`src/rtl/uncache_axi_unit_pkg.sv`:
```
`default_nettype none
// ============================================================================
// Module      : uncache_axi_unit_pkg
// Description : Shared constants for the uncached AXI bridge: FSM state
//               encoding and the AXI4 burst/response/size codes it drives.
// Revision    : 1.0 - initial release
// ============================================================================
package uncache_axi_unit_pkg;

  // FSM state encoding (5 states, 3 bits)
  localparam logic [2:0] ST_IDLE    = 3'd0;
  localparam logic [2:0] ST_RD_ADDR = 3'd1;
  localparam logic [2:0] ST_RD_DATA = 3'd2;
  localparam logic [2:0] ST_WR_REQ  = 3'd3;
  localparam logic [2:0] ST_WR_RESP = 3'd4;

  // AXI4 encodings
  localparam logic [1:0] BURST_INCR = 2'b01;
  localparam logic [1:0] RESP_OKAY  = 2'b00;
  localparam logic [2:0] SIZE_B     = 3'd0;
  localparam logic [2:0] SIZE_H     = 3'd1;
  localparam logic [2:0] SIZE_W     = 3'd2;

endpackage
`default_nettype wire

```
`src/rtl/uncache_axi_unit.sv`:
```
`default_nettype none
// ============================================================================
// Module      : uncache_axi_unit
// Description : Converts one uncached load/store from the MEM stage into a
//               single-beat AXI4 transaction (AR/R or AW/W/B) and returns a
//               registered completion pulse with load data / error flag.
//               One transaction in flight at most.
// Ports       : clk, rst            - clock, async active-high reset
//               req_*               - uncached request / completion port
//               ar*, r*             - AXI read address / data channels
//               aw*, w*, b*         - AXI write address / data / resp channels
// Revision    : 1.0 - initial release
// ============================================================================
module uncache_axi_unit
  import uncache_axi_unit_pkg::*;
#(
  parameter int              ID_W   = 4,
  parameter logic [ID_W-1:0] AXI_ID = 4'd1
) (
  input  logic            clk,
  input  logic            rst,
  // request port
  input  logic            req_valid,
  input  logic            req_op,
  input  logic [19:0]     req_tag,
  input  logic [7:0]      req_index,
  input  logic [3:0]      req_offset,
  input  logic [3:0]      req_wstrb,
  input  logic [31:0]     req_wdata,
  input  logic [2:0]      req_arsize,
  input  logic [2:0]      req_awsize,
  output logic            req_addr_ok,
  output logic            req_data_ok,
  output logic [31:0]     req_rdata,
  output logic            req_err,
  // AXI read address
  output logic [ID_W-1:0] arid,
  output logic            arvalid,
  output logic [31:0]     araddr,
  output logic [2:0]      arsize,
  output logic [7:0]      arlen,
  output logic [1:0]      arburst,
  output logic            arlock,
  output logic [3:0]      arcache,
  output logic [2:0]      arprot,
  input  logic            arready,
  // AXI read data
  input  logic [ID_W-1:0] rid,
  input  logic [31:0]     rdata,
  input  logic [1:0]      rresp,
  input  logic            rlast,
  input  logic            rvalid,
  output logic            rready,
  // AXI write address
  output logic [ID_W-1:0] awid,
  output logic            awvalid,
  output logic [31:0]     awaddr,
  output logic [2:0]      awsize,
  output logic [7:0]      awlen,
  output logic [1:0]      awburst,
  input  logic            awready,
  // AXI write data
  output logic [31:0]     wdata,
  output logic [3:0]      wstrb,
  output logic            wlast,
  output logic            wvalid,
  input  logic            wready,
  // AXI write response
  input  logic [ID_W-1:0] bid,
  input  logic [1:0]      bresp,
  input  logic            bvalid,
  output logic            bready
);

  logic [2:0]  r_state;
  logic [31:0] r_addr;
  logic [2:0]  r_size;
  logic [3:0]  r_wstrb;
  logic [31:0] r_wdata;
  logic        r_aw_done;
  logic        r_w_done;
  logic [31:0] r_rdata;
  logic        r_data_ok;
  logic        r_err;

  logic w_accept;
  logic w_ar_hs;
  logic w_r_hs;
  logic w_aw_hs;
  logic w_w_hs;
  logic w_b_hs;
  logic w_wr_both_done;
  logic w_unused_axi;

  // Single ID, single outstanding transaction: response IDs and rlast carry
  // no information here.
  assign w_unused_axi = ^{rid, rlast, bid};

  assign w_accept = (r_state == ST_IDLE) && req_valid;
  assign w_ar_hs  = arvalid && arready;
  assign w_r_hs   = (r_state == ST_RD_DATA) && rvalid;
  assign w_aw_hs  = awvalid && awready;
  assign w_w_hs   = wvalid && wready;
  assign w_b_hs   = (r_state == ST_WR_RESP) && bvalid;

  // Includes the cycle in which the later of the two handshakes lands.
  assign w_wr_both_done = (r_aw_done || w_aw_hs) && (r_w_done || w_w_hs);

  // State register
  always_ff @(posedge clk or posedge rst) begin
    if (rst) begin
      r_state <= ST_IDLE;
    end else begin
      case (r_state)
        ST_IDLE:    if (w_accept) r_state <= req_op ? ST_WR_REQ : ST_RD_ADDR;
        ST_RD_ADDR: if (w_ar_hs) r_state <= ST_RD_DATA;
        ST_RD_DATA: if (w_r_hs) r_state <= ST_IDLE;
        ST_WR_REQ:  if (w_wr_both_done) r_state <= ST_WR_RESP;
        ST_WR_RESP: if (w_b_hs) r_state <= ST_IDLE;
        default:    r_state <= ST_IDLE;
      endcase
    end
  end

  // Request latch: held constant for the whole transaction, which keeps the
  // AXI address/data/size stable while any VALID is high.
  always_ff @(posedge clk or posedge rst) begin
    if (rst) begin
      r_addr  <= 32'h0;
      r_size  <= 3'd0;
      r_wstrb <= 4'h0;
      r_wdata <= 32'h0;
    end else if (w_accept) begin
      r_addr  <= {req_tag, req_index, req_offset};
      r_size  <= req_op ? req_awsize : req_arsize;
      r_wstrb <= req_wstrb;
      r_wdata <= req_wdata;
    end
  end

  // Read path: capture returned data on the R handshake.
  always_ff @(posedge clk or posedge rst) begin
    if (rst) begin
      r_rdata <= 32'h0;
    end else if (w_r_hs) begin
      r_rdata <= rdata;
    end
  end

  // Write path: per-channel done flags so AW and W may complete in any order.
  always_ff @(posedge clk or posedge rst) begin
    if (rst) begin
      r_aw_done <= 1'b0;
      r_w_done  <= 1'b0;
    end else if (w_accept) begin
      r_aw_done <= 1'b0;
      r_w_done  <= 1'b0;
    end else if (r_state == ST_WR_REQ) begin
      if (w_aw_hs) r_aw_done <= 1'b1;
      if (w_w_hs)  r_w_done  <= 1'b1;
    end
  end

  // Registered completion: one-cycle pulse after the R or B handshake.
  always_ff @(posedge clk or posedge rst) begin
    if (rst) begin
      r_data_ok <= 1'b0;
      r_err     <= 1'b0;
    end else begin
      r_data_ok <= w_r_hs || w_b_hs;
      r_err     <= (w_r_hs && (rresp != RESP_OKAY)) ||
                   (w_b_hs && (bresp != RESP_OKAY));
    end
  end

  assign req_addr_ok = w_accept;
  assign req_data_ok = r_data_ok;
  assign req_rdata   = r_rdata;
  assign req_err     = r_err;

  assign arid    = AXI_ID;
  assign arvalid = (r_state == ST_RD_ADDR);
  assign araddr  = r_addr;
  assign arsize  = r_size;
  assign arlen   = 8'd0;
  assign arburst = BURST_INCR;
  assign arlock  = 1'b0;
  assign arcache = 4'd0;
  assign arprot  = 3'd0;
  assign rready  = (r_state == ST_RD_DATA);

  assign awid    = AXI_ID;
  assign awvalid = (r_state == ST_WR_REQ) && !r_aw_done;
  assign awaddr  = r_addr;
  assign awsize  = r_size;
  assign awlen   = 8'd0;
  assign awburst = BURST_INCR;

  assign wdata   = r_wdata;
  assign wstrb   = r_wstrb;
  assign wlast   = 1'b1;
  assign wvalid  = (r_state == ST_WR_REQ) && !r_w_done;

  assign bready  = (r_state == ST_WR_RESP);

endmodule
`default_nettype wire

```
`config.mk`:
```
export PLATFORM = sky130hd
export DESIGN_NAME = uncache_axi_unit
export DESIGN_NICKNAME = d
export VERILOG_FILES = /design/src/rtl/uncache_axi_unit_pkg.sv /design/src/rtl/uncache_axi_unit.sv
export SDC_FILE = /design/constraint.sdc
export NUM_CORES = 1
export LEC_CHECK = 0
export BUFFER_PORTS_ARGS = -buffer_cell sky130_fd_sc_hd__buf_2
export CAP_MARGIN = 5
export CORE_AREA = 2 2 120 122
export CTS_BUF_LIST = sky130_fd_sc_hd__clkbuf_8
export CTS_CLUSTER_DIAMETER = 30
export CTS_CLUSTER_SIZE = 25
export DETAILED_ROUTE_END_ITERATION = 10
export DIE_AREA = 0 0 122 124
export GPL_ROUTABILITY_DRIVEN = 0
export PLACE_DENSITY = 0.76
export SLEW_MARGIN = 25
export SYNTH_ARGS = -nofsm -noshare
export SYNTH_HDL_FRONTEND = slang
export SYNTH_SLANG_ARGS = --single-unit
export TNS_END_PERCENT = 50
```
`constraint.sdc`:
```
create_clock -name clk -period 3.01 [get_ports clk]
set_input_delay 0.1505 -clock clk [delete_from_list [all_inputs] [get_ports clk]]
set_output_delay 0.1505 -clock clk [all_outputs]
set_load 0.01 [all_outputs]
```
## After elaboration in Yosys (flattened, before gate mapping)

Cells that the tools add are included.

- Equal/unequal tests: 9
- Mux-type cells: 14
- Reductions and logical operators: 26

Operators by type and width:

| operator | number |
|---|---|
| $mux W3 | 6 |
| $pmux W3 S5 | 1 |
| $logic_and A1 B1 Y1 | 11 |
| $reduce_bool A2 Y1 | 5 |
| $eq A3 B2 Y1 const B | 2 |
| $mux W1 | 6 |
| $ne A2 B1 Y1 const B | 3 |
| $reduce_and A5 Y1 | 1 |
| $logic_or A1 B1 Y1 | 4 |
| $ne A2 B2 Y1 const B | 2 |
| $reduce_and A2 Y1 | 2 |
| $eq A3 B1 Y1 const B | 1 |
| $eq A3 B3 Y1 const B | 1 |
| $logic_not A3 Y1 | 1 |
| $logic_not A1 Y1 | 2 |
| $mux W2 | 1 |

- Register bits: 110
- Input port bits: 128
- Output and inout bits: 183
- Logic and storage cells: 59

## Logic depth before layout (Yosys ltp)

Gate-level depths: netlist (run 1).

- Depth in word-level cells: 7
- Gate-level depth with buffers: 6
- Mapped depth without buffers: 3

## Worst setup path before layout (run 1)

No wires, ideal clock.

- Kind: reg-to-reg
- Start: reg r_state[0]
- End: reg r_rdata[0] (netlist: req_rdata[0])
- Setup time: 125 ps
- Arrival: 1537 ps
- Data required time: 2885 ps
- Slack: 1348 ps
- Stages on the path, launching flop included: 7
- Path buffers: 3
- Clock period less this slack: 1662 ps
- Cells stage by stage: dfrtp_1 -> buf_4 -> nor3b_2 -> and2_1 -> buf_6 -> buf_6 -> mux2_2

- Longest elaborated chain between the ends: 2

RTL lines:

| item | RTL line | RTL |
|---|---|---|
| start: declaration | uncache_axi_unit.sv:75 | `logic [2:0] r_state;` |
| start signal: assignment | uncache_axi_unit.sv:115 | `ST_IDLE: if (w_accept) r_state <= req_op ? ST_WR_REQ : ST_RD_ADDR;` |
| $eq A3 B2 Y1 | -- |  |
| via rready | uncache_axi_unit.sv:53 | `output logic rready,` |
| $logic_and A1 B1 Y1 | uncache_axi_unit.sv:101 | `assign w_r_hs = (r_state == ST_RD_DATA) && rvalid;` |
| end signal: assignment | uncache_axi_unit.sv:146 | `r_rdata <= rdata;` |
| end: declaration | uncache_axi_unit.sv:82 | `logic [31:0] r_rdata;` |

The timed path passes the listed nets, and every way through them passes these cells.
A chain may end at the register's enable or synchronous reset.

## Final worst setup path (run 1)

- Start: reg r_state[1]
- End: reg r_wdata[3] (netlist: wdata[3])

- Longest elaborated chain between the ends: 2

RTL lines:

| item | RTL line | RTL |
|---|---|---|
| $logic_not A3 Y1 | uncache_axi_unit.sv:99 | `assign w_accept = (r_state == ST_IDLE) && req_valid;` |
| $logic_and A1 B1 Y1 | uncache_axi_unit.sv:99 |  |
| end signal: assignment | uncache_axi_unit.sv:137 | `r_wdata <= req_wdata;` |
| end: declaration | uncache_axi_unit.sv:79 | `logic [31:0] r_wdata;` |

Every way passes these cells.

==> results of run 1 <==
## final timing paths
check	cells after the start	to	from
min in group asynchronous	3	req_rdata[13]	rst
hold / removal	2	araddr[24]	req_tag[12]
hold reg to reg	1	wdata[4]	wdata[4]
max in group asynchronous	4	wdata[24]	rst
setup / recovery	3	wdata[3]	r_state[1]
setup reg to reg	3	wdata[3]	r_state[1]
## final cells by class
class,instances,area share (%)
Multi-Input combinational cell,178,21.7
Timing Repair Buffer,365,33.1
Clock buffer,11,2.15
Clock inverter,5,0.551
Tap cell,180,3.20
Sequential cell,110,39.1
Inverter,2,0.160
## kinds of logic after synthesis
family / after synthesis / share of synthesized area [%]
other: 2 / 0.155
buffers and inverters: 88 / 14.2
muxes: 104 / 24.4
DFF: 110 / 56.9
AOI/OAI and AO/OA: 12 / 1.37
and+or+nand+nor: 25 / 3.05
## power breakdown
group,switching [mW],internal (mW),leakage (nW),total (mW)
Sequential,0.498,2.23,1.31,2.72
Combinational,1.47,1.50,2.11,2.97
Clock,0.506,0.355,0.0967,0.860
Total,2.47,4.08,3.52,6.55
## cell usage after synthesis (all sizes together)
cell type,instances,area (um2)
dfrtp,110,2750
mux2,100,1130
buf,86,678
nor2,10,37.5
a21oi,8,40.0
nand2,4,15.0
mux2i,3,30.0
nor2b,3,18.8
and2,2,12.5
conb,2,7.51
inv,2,7.51
nor3b,2,20.0
o22ai,2,12.5
a211o,1,8.76
mux4,1,22.5
nand2b,1,6.26
nand3,1,5.00
nor4b,1,23.8
o21ai,1,5.00
or3b,1,8.76
## state kept, by name (all words and copies together), names as in the netlist
signal,cells
araddr,32
arsize,3
r_aw_done,1
r_state,3
r_w_done,1
req_data_ok,1
req_err,1
req_rdata,32
wdata,32
wstrb,4
## placed cells by master, fill, tap and decap left out, types with 2 or more instances in the layout
| cell type | Yosys | final |
|---|---|---|
| and2_1 | 2 | 2 |
| o22ai_1 | 2 | 2 |
| nor2_1 | 10 | 10 |
| nor2b_1 | 3 | 3 |
| inv_6 | 0 | 3 |
| mux2i_1 | 3 | 3 |
| mux2_2 | 56 | 56 |
| mux2_1 | 44 | 44 |
| dfrtp_1 | 110 | 110 |
| buf_4 | 74 | 4 |
| clkinvlp_4 | 0 | 2 |
| buf_2 | 2 | 264 |
| conb_1 | 2 | 37 |
| a21oi_1 | 8 | 8 |
| nand2_1 | 4 | 4 |
| clkbuf_8 | 0 | 11 |
| dlygate4sd3_1 | 0 | 96 |
## layer usage
| layer | share of wire (%) | GRT usage (%) |
|---|---|---|
| met5 | 0 | 0 |
| met4 | 2.7 | 8.12 |
| met3 | 6.9 | 3.39 |
| met2 | 55 | 30.9 |
| met1 | 36 | 16.9 |
## stage by stage
| step | instance area, um2 | hold WS (ns) | setup slack [ns] |
|---|---|---|---|
| 3_5_place_dp | 5890 | 0.346 | 0.994 |
| 4_1_cts | 7040 | 0.0000189 | 0.989 |
| 3_3_place_gp | 5890 | 0.335 | 1.04 |
| 5_1_grt | 7040 | 0.000654 | 0.899 |
| 6_report | 7040 | 0.0180 | 0.971 |
| 2_1_floorplan | 4970 | 0.274 | 1.35 |
## repair_timing
action,in CTS,in global routing
endpoints found under the setup margin,0,0
hold buffers,96,0
resized for setup,0,0
endpoints found under the hold margin,128,0
==> qor.yml, run 1 <==
track_usage_pct: 16.3
wl_per_cell_um: 15.0
via_per_inst: 4.31
coreArea_um2: 13700
crit_chain: "nor4b_4, buf_4, mux2_1"
port_buffers: 264
syn-mean-instance-area_um2: 14.2
antenna_cells: 0
grt_pass1_wl_mm: 18.7
clkTransAtPathRegs_ns: 0.10
start_kind: "flip-flop"
ir_worst_vdd_uv: 368
cts-root-buf: "clkbuf_8"
clk-insertion-delay-late_ns: 0.37
worst_pin_slew_ns: 0.798
cp_data_arrival_time_ns: 2.29
htreeDepth: 3
regArea_um2: 2750
leakage_nw: 3.52
cts_tree: "built"
grt_pass1_vias: 3802
nNetsFinal: 794
start_util_pct: 35.3
overflow: 0
yosys_warnings: 0
cpPeakStageDelay_ns: 0.61
finalNonFillerCells: 851
drc_errors: 0
fin_util_pct: 51.3
path_delay_family: "buffers and inverters"
synthCells: 341
post_cts_buffers: 0
max_cap_viol_count: 0
cp_slowest_cell: "buf_4"
rows: 43
firstDrtPassIters: 4
yosysSeqAreaShare_pct: 56.9
fp.dieH_um: 124
vias: 3671
multi_input_area_um2: 1530
critical_path_buf_inv_count: 1
slew_headroom_pct: 46.7
die_w_um: 122
critPathKind: "flip-flop to flip-flop"
r2r_slack_ns: 0.97
endpoint_kind: "flip-flop"
synth_cell_types: 24
clock-sinks: 110
place_inst: 739
dr.first_iter.drc_count: 80
crit_required_ns: 3.26
grt_setup_unrepaired: "no"
critical_path.max_fanout: 59
drive_gt1_share_pct: 51.6
status: "completed"
fillers: 1156
hpwlAfterDp_mm: 8.57
powerDensity_nw_per_um2: 930
die_area_um2: 15100
finalSetupTns_ns: 0
fin_crit_ns: 2.04
min-delay-path-class: "input port to flip-flop"
syn2layout_area_growth_pct: 45.6
hold_violations: 0
wirelength_mm: 12.7
finalMaxSlewViolations: 0
synth_area_um2: 4840
timing.final.crit_share_pct: 67.7
drtAntennaViolNets: 0
grt_max_degree: 60
skew_ns: 0.0107
antenna_found_initial: 0
cts_buffers: 9
total_power_mw: 6.55
clockBufferDepth: 2
fmax_mhz: 490
pin_count: 311
setup_viol: 0
ys_ff_latch: 110
No activity file was read; power rests on OpenSTA's default activity.
==> run 2: changes to the inputs <==
- ABC_AREA: unset -> 1
- PLACE_DENSITY: 0.76 -> 0.74
- clock period: 3.01 -> 2.1 ns (I/O delays scaled with it)
==> run 2 against run 1 <==
Net effect:
- sequential share of layout area down 0.76 points
- via count grew 28%
- area after synthesis up 1.8%
- final cell count increased by 28%
- global-route usage increased by 2.8 points
- worst hold slack better by 0.015 ns
- critical endpoint is now req_err
==> qor.yml, run 2 <==
ir_worst_vdd_uv: 656
critPathKind: "flip-flop to flip-flop"
yosysTopAreaCellShare_pct: 55.9
placed_area_um2: 5960
cts-root-buf: "clkbuf_8"
synth_area_um2: 4930
min-delay-path-class: "input port to flip-flop"
yosysSeqAreaShare_pct: 55.9
drtAntennaViolNets: 0
ys_ff_latch: 110
synth_cell_types: 20
fmax_mhz: 517
slew_headroom_pct: 52.0
clock-sinks: 110
async_flop_share_pct: 100
met2_usage_pct: 34.1
hold_ws_ns: 0.0334
status: "completed"
hold_violations: 0
rows: 43
cts_buffers: 9
critical_path.max_fanout: 8
pin_count: 311
grt_pass1_wl_mm: 22.4
skew_ns: 0.00699
synth_top_area_cell: "dfrtp_1"
final_area_um2: 7180
overflow: 0
yosys-top-cells-count: "320 x nand2_1, 110 x dfrtp_1, 76 x buf_4, 11 x inv_1, 11 x nor2_1"
clk-insertion-delay-late_ns: 0.36
cts_tree: "built"
grt_setup_unrepaired: "no"
worst_pin_slew_ns: 0.720
grt.met1_usage_pct: 21.7
yosys_warnings: 0
syn2layout_area_growth_pct: 45.8
final_cell_mix: "320 x nand2_1, 264 x buf_2, 110 x dfrtp_1"
wl_per_cell_um: 13.6
finalSetupTns_ns: 0
syn-mean-instance-area_um2: 8.60
top_usage_layer: "met2"
coreArea_um2: 13700
grt_pass1_vias: 4673
post_cts_buffers: 0
port_buffers: 264
max_cap_viol_count: 0
grt_max_degree: 58
antenna_found_initial: 0
fp.dieH_um: 124
track_usage_pct: 19.0
die_w_um: 122
synth_edf_count: 0
htreeDepth: 3
via_per_inst: 4.32
powerDensity_nw_per_um2: 1280
met3_usage_pct: 5.54
synthCells: 573
final_common_cell: "nand2_1"
clkTransAtPathRegs_ns: 0.11
crit_required_ns: 2.36
firstDrtPassIters: 4
place_ws_ns: 0.497
endpoint_kind: "flip-flop"
synthTopCellsByArea: "dfrtp_1 56%, nand2_1 24%, buf_4 12%"
leakage_nw: 4.23
finalMaxSlewViolations: 0
wirelength_mm: 14.7
yosysMostFrequentCell: "nand2_1"
start_kind: "flip-flop"
vias: 4697
dr.first_iter.drc_count: 241
cp_data_arrival_time_ns: 2.20
cts_hold_buf: 105
fin_crit_ns: 1.93
antenna_cells: 0
timing.final.crit_share_pct: 92.0
ys.flop_type: "dfrtp_1"
hpwlAfterDp_mm: 9.03
ctsResizeCount: 0
drc_errors: 0
start_util_pct: 35.9
die_area_um2: 15100
setup_viol: 0
nNetsFinal: 1030
setup_slack_ns: 0.167
clockBufferDepth: 2
drive_gt1_share_pct: 32.6
run 2: final timing paths:
| check | to | cells after the start | slack (ns) | start |
|---|---|---|---|---|
| setup / recovery | req_err | 7 | 0.17 | r_state[1] |
| hold / removal | arsize[2] | 3 | 0.03 | req_awsize[2] |
| setup reg to reg | req_err | 7 | 0.17 | r_state[1] |
| hold reg to reg | req_rdata[5] | 2 | 0.47 | req_rdata[5] |
| max in group asynchronous | req_rdata[15] | 4 | 1.10 | rst |
| min in group asynchronous | req_rdata[29] | 4 | 0.49 | rst |
run 2: power breakdown:
| group | switching (mW) | leakage (nW) | internal [mW] |
|---|---|---|---|
| sequential | 0.662 | 1.37 | 3.12 |
| combinational | 2.58 | 2.77 | 1.73 |
| clock | 0.710 | 0.0838 | 0.424 |
run 2: per-layer routing:
metal | share of wire, % | vias up
li1 | - | 2267
met1 | 40 | 2191
met2 | 50 | 222
met3 | 8.0 | 17
met4 | 1.9 | 0
met5 | 0 | -
run 2: through the flow:
stage | cells | utilization, % | power [mW]
after detailed placement | 966 | 43.5 | 7.91
after global placement | 966 | 43.5 | 7.81
after global routing | 1087 | 52.3 | 10.0
after floorplan | 608 | - | 6.60
final | 1087 | 52.3 | 9.23
after CTS | 1087 | 52.3 | 9.23
run 2: cell families (layout without fill, tap and decap cells):
group / after synthesis / in the layout / synth area share [%]
AND/OR/NAND/NOR: 346 / 346 / 27.4
flip-flops: 110 / 110 / 55.9
buffers and inverters: 109 / 408 / 15.7
AO/OA/AOI/OAI: 6 / 6 / 0.813
other: 2 / 37 / 0.152
run 2: worst max-delay path: stages (launching register included):
cell and delay, ns:
dfrtp_1 0.55, inv_2 0.09, nor2_4 0.11, nand2_2 0.08, nor2_4 0.21, o21ai_0 0.12, dlygate4sd3_1 0.57, o21ai_0 0.10
run 2: area by class of cell:
cell class                      instances  area [um2]
Clock inverter                          7        43.8
Fill cell                            1165        6540
Multi-Input combinational cell        389        1530
Timing Repair Buffer                  377        2440
Sequential cell                       110        2750
Clock buffer                            9         124
Inverter                               15        62.6
Tap cell                              180         225
==> run 3: changes to the inputs <==
- REMOVE_ABC_BUFFERS: unset -> 1
==> run 3 against run 2 <==
Net effect:
- maximum frequency is 2.4% lower
- wire length is 0.13% higher
- utilization is 0.86 points higher
- combinational power is 3% higher
- largest power group unchanged
- critical path type unchanged
- sequential power hardly changed
- critical endpoint unchanged
- final cell count is 0.46% higher
==> qor.yml, run 3 (synthesis gave the netlist of run 2 again) <==
max_cap_viol_count: 0
port_buffers: 264
setup_viol: 0
fmax_mhz: 505
crit_required_ns: 2.41
fp.dieH_um: 124
min_delay_worst_endpoint: "arsize[1]"
cts-root-buf: "clkbuf_8"
powerDensity_nw_per_um2: 1300
pin_count: 311
final_common_cell: "nand2_1"
start_kind: "flip-flop"
firstDrtPassIters: 4
start_util_pct: 35.9
critPathKind: "flip-flop to flip-flop"
rows: 43
nNetsFinal: 1035
endpoint_kind: "flip-flop"
total_power_mw: 9.51
r2r_cells: 7
grt_setup_unrepaired: "no"
hold_violations: 0
htreeDepth: 3
holdPathStages: 3
r2r-end: "req_err"
grt_pass1_vias: 4585
clockBufferDepth: 2
drc_errors: 0
setup_slack_ns: 0.120
cp_slowest_cell: "dfrtp_1"
cts_tree: "built"
finalMaxSlewViolations: 0
overflow: 0
final_cell_mix: "320 x nand2_1, 264 x buf_2, 110 x dfrtp_1"
worstReg2RegStart: "r_state[1]"
die_area_um2: 15100
min-delay-path-class: "input port to flip-flop"
leakage_nw: 4.29
r2r_slack_ns: 0.12
clock-sinks: 110
syn2layout_area_growth_pct: 48.2
coreArea_um2: 13700
placed_area_um2: 6000
wirelength_mm: 14.8
grt_max_degree: 53
track_usage_pct: 19.1
clk-insertion-delay-late_ns: 0.38
via_per_inst: 4.28
fin_crit_ns: 1.98
status: "completed"
timing.final.crit_share_pct: 94.3
post_cts_buffers: 0
die_w_um: 122
dr.first_iter.drc_count: 167
drtAntennaViolNets: 0
ir_worst_vdd_uv: 660
antenna_found_initial: 0
hpwlAfterDp_mm: 9.33
place_ws_ns: 0.421
antenna_cells: 0
ctsResizeCount: 0
cp_data_arrival_time_ns: 2.29
vias: 4670
clkTransAtPathRegs_ns: 0.11
skew_ns: 0.0158
cts_hold_buf: 109
critical_path.max_fanout: 9
cpPeakStageDelay_ns: 0.55
wl_per_cell_um: 13.5
crit_chain: "inv_2, nor2_4, nand2_2, nor2_4, o21ai_0, o21ai_0, dlygate4sd3_1"
drive_gt1_share_pct: 32.8
final_area_um2: 7300
cts_buffers: 9
grt_pass1_wl_mm: 22.4
min_from: "req_awsize[1]"
## run 3: changes by cell type in the layout (fill, tap and decap cells not counted), sizes merged
| cell | delta |
|---|---|
| buf | +1 |
| bufinv | +1 |
| clkbuf | +1 |
| clkinvlp | -3 |
| dlygate4sd3 | +4 |
| inv | +1 |
## run 3: metrics by stage
step	std cells	utilization, %	hold WS (ns)	TNS (ns)
2_1_floorplan	514	-	0.215	-133.77
3_3_place_gp	967	43.7	0.139	0
3_5_place_dp	967	43.7	0.139	0
4_1_cts	1092	53.2	0.00129	0
5_1_grt	1092	53.2	0.0119	0
6_report	1092	53.2	0.0316	0
## run 3: power breakdown
group | internal (mW) | total (mW) | switching [mW]
Combinational | 1.79 | 4.43 | 2.64
Sequential | 3.12 | 3.76 | 0.647
Clock | 0.593 | 1.32 | 0.723
Total | 5.50 | 9.51 | 4.01
## run 3: routing by layer
| metal | part of all wire, % | track usage, % |
|---|---|---|
| met1 | 41 | 22.2 |
| met3 | 7.1 | 4.12 |
| met4 | 2.9 | 8.76 |
| met2 | 49 | 33.7 |
| met5 | 0 | 0 |
## run 3: how the worst max path moves through the flow
stage | start | end | slack, ns
detailed placement | r_state[1] | req_rdata[12] | 0.42
floorplan | rst | araddr[0] | -0.91
global placement | r_state[1] | req_rdata[26] | 0.50
CTS | r_state[1] | req_err | 0.12
finish | r_state[1] | req_err | 0.12
global route | r_state[1] | req_err | 0.003
## run 3: cell type report
cell class / instances / area, um2
clock buffer: 10 / 138
clock inverter: 6 / 68.8
fill: 1163 / 6420
inverter: 15 / 61.3
multi-input combinational: 389 / 1540
sequential: 110 / 2750
tap: 180 / 225
timing repair buffer: 382 / 2520
## run 3: critical path: cells and delay by family (launching register included)
family / cells / cell delay, ns
flip-flops: 1 / 0.55
buffers and inverters: 2 / 0.64
AND/OR/NAND/NOR: 3 / 0.44
AO/OA/AOI/OAI: 2 / 0.28
